==> config.mk <==
export PLATFORM = sky130hd
export DESIGN_NAME = jstk2_spi_responder_flat
export DESIGN_NICKNAME = d
export VERILOG_FILES = /design/src/rtl/jstk2_pkg.sv /design/src/rtl/jstk2_spi_responder_if.sv /design/src/rtl/jstk2_spi_responder_sync.sv /design/src/rtl/jstk2_spi_responder.sv /design/src/flat_wrapper.sv
export SDC_FILE = /design/constraint.sdc
export NUM_CORES = 1
export LEC_CHECK = 0
export BUFFER_PORTS_ARGS = -buffer_cell sky130_fd_sc_hd__buf_4
export CAP_MARGIN = 20
export CORE_AREA = 3 3 63 80
export CTS_BUF_LIST = sky130_fd_sc_hd__clkbuf_8
export DETAILED_ROUTE_END_ITERATION = 7
export DIE_AREA = 0 0 66 83
export PLACE_DENSITY_LB_ADDON = 0.2
export SLEW_MARGIN = 20
export SYNTH_ARGS = -nofsm -noshare
export SYNTH_HDL_FRONTEND = slang
export SYNTH_HIERARCHICAL = 1
export SYNTH_SLANG_ARGS = --single-unit
==> constraint.sdc <==
create_clock -name clk -period 2.2 [get_ports clk]
set_input_delay 0.11 -clock clk [delete_from_list [all_inputs] [get_ports clk]]
set_output_delay 0.11 -clock clk [all_outputs]
set_load 0.005 [all_outputs]
==> src/rtl/jstk2_pkg.sv <==
// Shared constants, types and packet layout for the JSTK2 SPI responder.
package jstk2_pkg;

    localparam logic [7:0] JSTK2_CMD_LED = 8'h84;

    localparam logic [2:0] PKT_X_LO = 3'd0;
    localparam logic [2:0] PKT_X_HI = 3'd1;
    localparam logic [2:0] PKT_Y_LO = 3'd2;
    localparam logic [2:0] PKT_Y_HI = 3'd3;
    localparam logic [2:0] PKT_BTN  = 3'd4;

    typedef enum logic [1:0] {IDLE, LOAD, SHIFT, DONE} jstk2_state_t;

    typedef logic [9:0] jstk2_pos_t;

    function automatic logic [7:0] jstk2_pkt_byte(input logic [2:0]  idx,
                                                  input jstk2_pos_t  x,
                                                  input jstk2_pos_t  y,
                                                  input logic [1:0]  btn);
        logic [7:0] b;
        b = 8'h00;
        case (idx)
            PKT_X_LO: b = x[7:0];
            PKT_X_HI: b = {6'b0, x[9:8]};
            PKT_Y_LO: b = y[7:0];
            PKT_Y_HI: b = {6'b0, y[9:8]};
            PKT_BTN:  b = {6'b0, btn};
            default:  b = 8'h00;
        endcase
        return b;
    endfunction

endpackage

==> src/rtl/jstk2_spi_responder_if.sv <==
// SPI link between a JSTK2 master and the joystick responder.
interface jstk2_spi_responder_if;
    logic sclk;
    logic ss;
    logic mosi;
    logic miso;
    logic miso_oe;

    modport master (output sclk, output ss, output mosi, input miso, input miso_oe);
    modport slave  (input sclk, input ss, input mosi, output miso, output miso_oe);
endinterface

==> src/rtl/jstk2_spi_responder_sync.sv <==
// Multi-stage synchroniser for an asynchronous SPI pin, with one-clk edge pulses.
module spi_in_sync #(
    parameter int STAGES = 2
) (
    input  logic clk,
    input  logic rst,
    input  logic d,
    output logic q,
    output logic rise,
    output logic fall
);
    logic [STAGES-1:0] sync_q;
    logic              prev_q;

    always_ff @(posedge clk or negedge rst) begin
        if (!rst) begin
            sync_q <= '0;
            prev_q <= 1'b0;
        end else begin
            sync_q <= {sync_q[STAGES-2:0], d};
            prev_q <= sync_q[STAGES-1];
        end
    end

    assign q    = sync_q[STAGES-1];
    assign rise = q & ~prev_q;
    assign fall = ~q & prev_q;
endmodule

==> src/rtl/jstk2_spi_responder.sv <==
// Oversampled SPI mode-0 slave standing in for a PmodJSTK2 joystick.
// Define JSTK2_LED_CMD_EN to build the MOSI path that decodes the LED colour command.
//
// state | meaning
// IDLE  | link quiet, MISO released, waiting for ss fall
// LOAD  | snapshot inputs, preload byte 0, drive its MSB
// SHIFT | frame in progress, bits move on synchronised sclk edges
// DONE  | frame closed, pkt_done / LED commit, back to IDLE
module jstk2_spi_responder
    import jstk2_pkg::*;
#(
    parameter int SYNC_STAGES = 2,
    parameter int PKT_BYTES   = 5
) (
    input  logic                   clk,
    input  logic                   rst,
    jstk2_spi_responder_if.slave   spi,
    input  logic [9:0]             x_pos,
    input  logic [9:0]             y_pos,
    input  logic [1:0]             btn,
    output logic [23:0]            led_rgb,
    output logic                   pkt_done,
    output logic                   frame_active
);
    jstk2_state_t state_q, state_d;
    logic         rearm_q;
    logic         sclk_rise, sclk_fall, ss_rise, ss_fall;
    logic         sclk_lvl_unused, ss_lvl_unused;
    logic [2:0]   bit_cnt, byte_cnt;
    logic [7:0]   tx_q, next_byte, first_byte;
    jstk2_pos_t   x_q, y_q;
    logic [1:0]   btn_q;
    logic         miso_q, miso_oe_q;

    spi_in_sync #(.STAGES(SYNC_STAGES)) u_sclk_sync (
        .clk(clk), .rst(rst), .d(spi.sclk),
        .q(sclk_lvl_unused), .rise(sclk_rise), .fall(sclk_fall));

    spi_in_sync #(.STAGES(SYNC_STAGES)) u_ss_sync (
        .clk(clk), .rst(rst), .d(spi.ss),
        .q(ss_lvl_unused), .rise(ss_rise), .fall(ss_fall));

    // rearm_q keeps an ss fall seen in DONE alive for the IDLE that follows
    always_ff @(posedge clk or negedge rst) begin
        if (!rst) begin
            state_q <= IDLE;
            rearm_q <= 1'b0;
        end else begin
            state_q <= state_d;
            rearm_q <= (state_q == DONE) && ss_fall;
        end
    end

    always_comb begin
        state_d = state_q;
        case (state_q)
            IDLE:    if (ss_fall || rearm_q) state_d = LOAD;
            LOAD:    state_d = ss_rise ? DONE : SHIFT;
            SHIFT:   if (ss_rise) state_d = DONE;
            DONE:    state_d = IDLE;
            default: state_d = IDLE;
        endcase
    end

    assign first_byte = jstk2_pkt_byte(PKT_X_LO, x_pos, y_pos, btn);
    assign next_byte  = (int'(byte_cnt) < PKT_BYTES) ? jstk2_pkt_byte(byte_cnt, x_q, y_q, btn_q) : 8'h00;

    always_ff @(posedge clk or negedge rst) begin
        if (!rst) begin
            x_q       <= '0;
            y_q       <= '0;
            btn_q     <= '0;
            tx_q      <= '0;
            bit_cnt   <= '0;
            byte_cnt  <= '0;
            miso_q    <= 1'b0;
            miso_oe_q <= 1'b0;
        end else begin
            miso_oe_q <= (state_d == SHIFT);
            case (state_q)
                LOAD: begin
                    x_q      <= x_pos;
                    y_q      <= y_pos;
                    btn_q    <= btn;
                    tx_q     <= first_byte;
                    miso_q   <= first_byte[7];
                    bit_cnt  <= '0;
                    byte_cnt <= '0;
                end
                SHIFT: begin
                    if (sclk_rise) begin
                        bit_cnt <= bit_cnt + 3'd1;
                        if (bit_cnt == 3'd7 && byte_cnt != 3'd7)
                            byte_cnt <= byte_cnt + 3'd1;
                    end else if (sclk_fall) begin
                        // bit_cnt==0 on a fall means a byte just wrapped
                        if (bit_cnt != 3'd0) begin
                            tx_q   <= {tx_q[6:0], 1'b0};
                            miso_q <= tx_q[6];
                        end else begin
                            tx_q   <= next_byte;
                            miso_q <= next_byte[7];
                        end
                    end
                end
                default: ;
            endcase
            if (state_d != SHIFT)
                miso_q <= 1'b0;
        end
    end

    assign spi.miso     = miso_q;
    assign spi.miso_oe  = miso_oe_q;
    assign frame_active = (state_q != IDLE);
    assign pkt_done     = (state_q == DONE) && (int'(byte_cnt) >= PKT_BYTES);

`ifdef JSTK2_LED_CMD_EN
    logic        mosi_s, mosi_rise_unused, mosi_fall_unused;
    logic [7:0]  rx_sh, cmd_q, rx_byte;
    logic [23:0] stage_q, led_q;

    spi_in_sync #(.STAGES(SYNC_STAGES)) u_mosi_sync (
        .clk(clk), .rst(rst), .d(spi.mosi),
        .q(mosi_s), .rise(mosi_rise_unused), .fall(mosi_fall_unused));

    assign rx_byte = {rx_sh[6:0], mosi_s};

    always_ff @(posedge clk or negedge rst) begin
        if (!rst) begin
            rx_sh   <= '0;
            cmd_q   <= '0;
            stage_q <= '0;
            led_q   <= '0;
        end else begin
            case (state_q)
                LOAD: begin
                    rx_sh <= '0;
                    cmd_q <= '0;
                end
                SHIFT: if (sclk_rise) begin
                    rx_sh <= rx_byte;
                    if (bit_cnt == 3'd7) begin
                        case (byte_cnt)
                            3'd0: cmd_q <= rx_byte;
                            3'd1: if (cmd_q == JSTK2_CMD_LED) stage_q[23:16] <= rx_byte;
                            3'd2: if (cmd_q == JSTK2_CMD_LED) stage_q[15:8]  <= rx_byte;
                            3'd3: if (cmd_q == JSTK2_CMD_LED) stage_q[7:0]   <= rx_byte;
                            default: ;
                        endcase
                    end
                end
                DONE: if (cmd_q == JSTK2_CMD_LED && byte_cnt >= 3'd4) led_q <= stage_q;
                default: ;
            endcase
        end
    end

    assign led_rgb = led_q;
`else
    logic unused_mosi;
    assign unused_mosi = spi.mosi;
    assign led_rgb     = '0;
`endif
endmodule

==> src/flat_wrapper.sv <==
// flat-port wrapper written by rule: the top's interface ports become plain ports
module jstk2_spi_responder_flat import jstk2_pkg::*;
#(
    parameter int SYNC_STAGES = 2,
    parameter int PKT_BYTES   = 5
)
  (clk, rst, x_pos, y_pos, btn, led_rgb, pkt_done, frame_active, spi_sclk, spi_ss, spi_mosi, spi_miso, spi_miso_oe);
  jstk2_spi_responder_if spi_i ();
  input  logic clk;
  input  logic rst;
  input  logic [9:0] x_pos;
  input  logic [9:0] y_pos;
  input  logic [1:0] btn;
  output logic [23:0] led_rgb;
  output logic pkt_done;
  output logic frame_active;
  input wire logic [$bits(spi_i.sclk)-1:0] spi_sclk;
  input wire logic [$bits(spi_i.ss)-1:0] spi_ss;
  input wire logic [$bits(spi_i.mosi)-1:0] spi_mosi;
  output wire logic [$bits(spi_i.miso)-1:0] spi_miso;
  output wire logic [$bits(spi_i.miso_oe)-1:0] spi_miso_oe;
  assign spi_i.sclk = spi_sclk;
  assign spi_i.ss = spi_ss;
  assign spi_i.mosi = spi_mosi;
  assign spi_miso = spi_i.miso;
  assign spi_miso_oe = spi_i.miso_oe;
  jstk2_spi_responder #(.SYNC_STAGES(SYNC_STAGES), .PKT_BYTES(PKT_BYTES)) u_core (.clk(clk), .rst(rst), .spi(spi_i), .x_pos(x_pos), .y_pos(y_pos), .btn(btn), .led_rgb(led_rgb), .pkt_done(pkt_done), .frame_active(frame_active));
endmodule
-- Word level (Yosys, flattened, before mapping)
Cells that the tools add are included.
- register bits: 46
- latch bits: 0
- memory bits (writable): 0
- bits in read-only memories: 0
- output and inout bits: 28
- word-level logic and storage cells: 77
- memories kept: 0
- add/sub/neg operators: 2
- multipliers: 0
- divide/modulo/power cells: 0
- magnitude comparators: 2
- eq/ne operators: 17
- shift-type cells: 0
- muxes and demuxes: 20
- bitwise gates (word level): 8
- reduce and logical (&&, ||, !) cells: 14
- operators by type and width (kind ; number):
    $pmux 8 s5 ; 1
    $mux 7 ; 3
    $pmux 7 s2 ; 1
    $pmux 3 s2 ; 2
    $mux 3 ; 3
    $reduce_and 3->1 ; 3
    $mux 8 ; 1
    $pmux 2 s4 ; 1
    $add 3x1->3 const B ; 2
    $eq 2x2->1 const B ; 3
    $eq 3x2->1 const B ; 2
    $eq 3x3->1 const B ; 2
    $ne 2x1->1 const B ; 3
    $ne 3x3->1 const B ; 2
    $reduce_bool 3->1 ; 2
    $mux 1 ; 5
    $and 1x1->1 ; 4
    $mux 2 ; 2
    $ne 2x2->1 const B ; 2
    $not 1->1 ; 4
    $reduce_bool 2->1 ; 2
    $eq 3x1->1 const B ; 1
    $ge 3x3->1 const B ; 1
    $logic_and 1x1->1 ; 3
    8 further kinds ; 8

-- Longest topological paths before layout
- word-level depth: 8
- gate-level depth with buffers: 7
- mapped depth without buffers: 6

-- Cells and area by module
Netlist, hierarchy kept.
- by module, submodules not included (module ; times used ; cells each ; area each (sq um) ; sequential area each (sq um)):
    jstk2_spi_responder ; 1 ; 201 ; 2228.4 ; 1001.0
    spi_in_sync ; 2 ; 5 ; 90.1 ; 75.1

-- Worst setup path after synthesis
Ideal clock, no wire load.
- kind: register -> register
- from: reg u_core.byte_cnt[2]
- to: reg u_core.tx_q[2]
- data arrival time: 1539 ps
- required time: 2065 ps
- setup slack: 526 ps
- stages on the path, launching flop included: 8
- buffers on the path: 1
- cell sequence: dfrtp_1 -> clkbuf_1 -> inv_1 -> ha_1 -> nor2_1 -> a211oi_4 -> a221oi_1 -> o31ai_1
- longest elaborated chain between the ends: 7
- elaborated cells on any way between the ends: 12
- classes of those cells: order compare (1); eq/ne (4); mux (6); reduce/logical (1)
- ends and longest elaborated chain (what ; line ; text):
    from (decl) ; jstk2_spi_responder.sv:29 ; logic [2:0] bit_cnt, byte_cnt;
    from (signal assigned) ; jstk2_spi_responder.sv:94 ; byte_cnt <= byte_cnt + 3'd1;
    $eq 3x3->1, or another cell as far along ; jstk2_pkg.sv:22 ; case (idx)
    $pmux 8 s5 ; jstk2_pkg.sv:22 ;
    $mux 8 * ; jstk2_spi_responder.sv:66 ; assign next_byte = (int'(byte_cnt) < PKT_BYTES) ? jstk2_pkt_byte(byte_cnt, x_q, y_q, btn_q) : 8'h00;
    $mux 7 * ; jstk2_spi_responder.sv:97 ; if (bit_cnt != 3'd0) begin
    $mux 7 * ; jstk2_spi_responder.sv:95 ; end else if (sclk_fall) begin
    $mux 7 * ; jstk2_spi_responder.sv:91 ; if (sclk_rise) begin
    $pmux 7 s2 * ; jstk2_spi_responder.sv:80 ; case (state_q)
    to (signal assigned) ; jstk2_spi_responder.sv:85 ; tx_q <= first_byte;
    to (signal assigned) ; jstk2_spi_responder.sv:98 ; tx_q <= {tx_q[6:0], 1'b0};
    to (signal assigned) ; jstk2_spi_responder.sv:101 ; tx_q <= next_byte;
    to (decl) ; jstk2_spi_responder.sv:30 ; logic [7:0] tx_q, next_byte, first_byte;
Every way passes the cells marked *; elsewhere a longest branch is shown, timed or not. The select of a mux whose other input is x is not followed.
A chain may end at the register's enable or synchronous reset.

-- Final worst setup path
- from: reg u_core.byte_cnt[0]
- to: reg u_core.tx_q[4]
The elaborated chain is that of the path after synthesis.

==> impl_metrics.py <==
metrics = {
    "outcome": {
        "outcome": "finished, final reports clean",
    },
    "drt": {
        "vias": 1613,
        "first_pass_iters": 4,
        "routed_via_density": 5.32,
        "ant_nets": 0,
        "wl_um": 4400,
        "drt-initial-drc-count": 46,
        "wl_per_cell_um": 14.5,
        "drc_errors": 0,
    },
    "cells_and_area": {
        "drive_above_1_share_pct": 29.4,
        "antenna-diode-count": 0,
        "fin_nets": 285,
        "fillers": 373,
        "final_cell_area_um2": 2780,
        "final_core_util_pct": 63.8,
        "area_delta_synth_final_pct": 15.4,
    },
    "run": {
        "cap_violations": 0,
    },
    "clock_network": {
        "tritoncts": "yes",
        "cts_made_buffers": 5,
        "clock_path_buffers": 2,
        "cts_resized": 0,
        "ctsHoldBuffers": 3,
        "post_cts_buffers": 0,
        "clk_pin_slew_ns": 0.09,
        "h-tree-depth": 2,
        "numClockSinks": 46,
        "clk_latency_ns": 0.30,
        "cts-root-buf": "clkbuf_8",
    },
    "global_route": {
        "grt_start_max_net_pins": 47,
        "gr-total-overflow": 0,
        "grt_usage_pct": 17.5,
        "antenna_found_initial": 0,
        "grt_pass1_vias": 1662,
        "grt_pass1_wl_um": 7650,
    },
    "setup_path": {
        "crit_fanout": 11,
        "regToRegSetupSlack_ns": 0.26,
        "crit_type": "reg2reg",
        "critPathLaunchType": "flop",
        "crit_arrival_ns": 2.15,
        "r2r_start": "u_core/byte_cnt[0]",
        "worstPathRequired_ns": 2.41,
        "worst_setup_path_end_kind": "flop",
        "reg2reg_to": "u_core/tx_q[4]",
        "r2r_cells": 6,
    },
    "die": {
        "die_height_um": 83,
        "die-area_um2": 5480,
        "num_io_pins": 55,
        "std_cell_rows": 27,
        "start_util_pct": 55.3,
        "core_area_um2": 4360,
        "die_w_um": 66,
    },
    "yosys": {
        "yosysSeqAreaShare_pct": 47.8,
        "syn-instance-count": 211,
        "synthTopCellsByArea": "dfrtp_1 48%, mux2_2 11%, buf_4 7.8%",
        "synth.cell_area_um2": 2410,
        "synth_seq_cells": 46,
        "yosys.area.top_type": "dfrtp_1",
        "synth_cell_types": 39,
        "ys_warn_count": 6,
        "yosysTopAreaCellShare_pct": 47.8,
        "syn_area_per_cell_um2": 11.4,
    },
    "timing": {
        "worst_hold_slack_ns": 0.0377,
        "tns_ns": 0,
        "hold_viol": 0,
        "fin_worst_skew_ns": 0.00702,
        "finalCritPeriodShare_pct": 88.3,
        "rsz0062_at_grt": "false",
        "worst_pin_slew_ns": 0.572,
        "setup_viol": 0,
        "period_needed_ns": 1.94,
        "fmax_mhz": 515,
        "drv_slew": 0,
        "slew_headroom_pct": 61.9,
    },
    "placement": {
        "dpl_cell_area_um2": 2610,
        "port_buffers": 29,
        "hpwl_um": 3220,
        "place.gp.congestion": 0.819,
    },
    "pwr": {
        "max-vdd-ir-drop_mv": 0.716,
        "powerDensity_nw_per_um2": 1250,
        "p_leak_nw": 1.30,
    },
    "hold_path": {
        "hp-start": "y_pos[4]",
        "hold_depth": 2,
        "min_to": "u_core/y_q[4]",
        "hp-class": "in2reg",
    },
}
[how the worst max path moves through the flow]
stage | startpoint | endpoint | slack (ns) | cells after the start
after global placement | u_core/byte_cnt[0] | u_core/tx_q[3] | 0.30 | 6
final | u_core/byte_cnt[0] | u_core/tx_q[4] | 0.26 | 6
after floorplan | u_core/byte_cnt[2] | u_core/tx_q[2] | 0.53 | 7
after global routing | u_core/byte_cnt[0] | u_core/tx_q[5] | 0.09 | 6
after CTS | u_core/byte_cnt[0] | u_core/tx_q[4] | 0.24 | 6
after detailed placement | u_core/byte_cnt[0] | u_core/tx_q[4] | 0.21 | 6
[cell families after synthesis]
logic type | share of synthesized area, %
other cells | 0.156
flops | 47.8
fa+ha+maj | 7.27
simple gates | 9.04
compound gates | 13.7
mux | 10.8
buf+inv | 11.3
[stage by stage]
stage                     setup slack (ns)  std cells  power, mW
after floorplan                      0.526        234       2.35
after global placement               0.302        292       2.67
after detailed placement             0.208        292       2.72
after CTS                            0.245        303       3.50
after global routing                0.0908        303       3.72
final                                0.257        303       3.47
[cells in the mapped netlist, drive strengths merged]
library cell	number
a22o	7
clkbuf	4
a2bb2oi	1
a221oi	5
nor2b	5
o311ai	1
mux2	23
nand3	5
a222oi	2
and2	1
or3b	1
and2b	2
nor3	1
buf	30
and3	3
o311a	1
dfrtp	46
o31ai	6
o21ai	10
o32ai	1
nor3b	1
a22oi	1
a21oi	4
nor2	9
nand4bb	1
nand2b	2
a211oi	3
conb	1
ha	14
inv	12
nand2	6
a2111oi	1
nand4b	1
[worst max-delay path, stage by stage, from the launching register on]
cell	delay, ns
dfrtp_1	0.45
inv_1	0.11
ha_1	0.39
nor2_1	0.15
a211oi_4	0.37
a221oi_1	0.13
o31ai_1	0.25
[state kept, by name, indices dropped and copies added, names as in the netlist, 2 cells and up]
| name | count |
|---|---|
| u_core/bit_cnt | 3 |
| u_core/u_ss_sync/sync_q | 2 |
| u_core/state_q | 2 |
| u_core/y_q | 10 |
| u_core/u_sclk_sync/sync_q | 2 |
| u_core/tx_q | 7 |
| u_core/byte_cnt | 3 |
| u_core/x_q | 10 |
| u_core/btn_q | 2 |
[cell type report]
cell class | instances | area, um2 | share of cell area [%]
Clock buffer | 6 | 82.6 | 2.97
Timing Repair Buffer | 37 | 298 | 10.7
Inverter | 12 | 45.0 | 1.62
Sequential cell | 46 | 1150 | 41.4
Multi-Input combinational cell | 142 | 1070 | 38.5
Tap cell | 58 | 72.6 | 2.61
Clock inverter | 2 | 60.1 | 2.16
[power by group]
group          total (mW)  internal, mW  switching (mW)
Combinational        1.34         0.705           0.638
Clock               0.766         0.484           0.282
Sequential           1.36          1.18           0.180
Total                3.47          2.37            1.10
[cell usage in the layout (no fill, tap or decap), types with 2 or more instances in the layout]
| master | n |
|---|---|
| dfrtp_1 | 46 |
| buf_4 | 33 |
| conb_1 | 24 |
| mux2_2 | 23 |
| ha_1 | 14 |
| inv_1 | 12 |
| o21ai_0 | 9 |
| nor2_1 | 9 |
| clkbuf_8 | 6 |
| a22o_1 | 6 |
| nand2_1 | 6 |
| o31ai_1 | 6 |
| nor2b_1 | 5 |
| a221oi_1 | 5 |
| nand3_1 | 5 |
| a21oi_1 | 4 |
| dlygate4sd3_1 | 3 |
| bufinv_16 | 2 |
| a211oi_1 | 2 |
| a222oi_1 | 2 |
| and3_1 | 2 |
| and2b_2 | 2 |
[metal layers]
metal | routed length, um | vias up | GRT usage [%]
met5 | 0 | - | 0
met4 | 67 | 0 | 5.36
met3 | 207 | 7 | 3.65
met2 | 2240 | 49 | 29.4
met1 | 1880 | 794 | 22.4
li1 | - | 763 | -
Note: power is estimated with default switching activity, not from simulation.
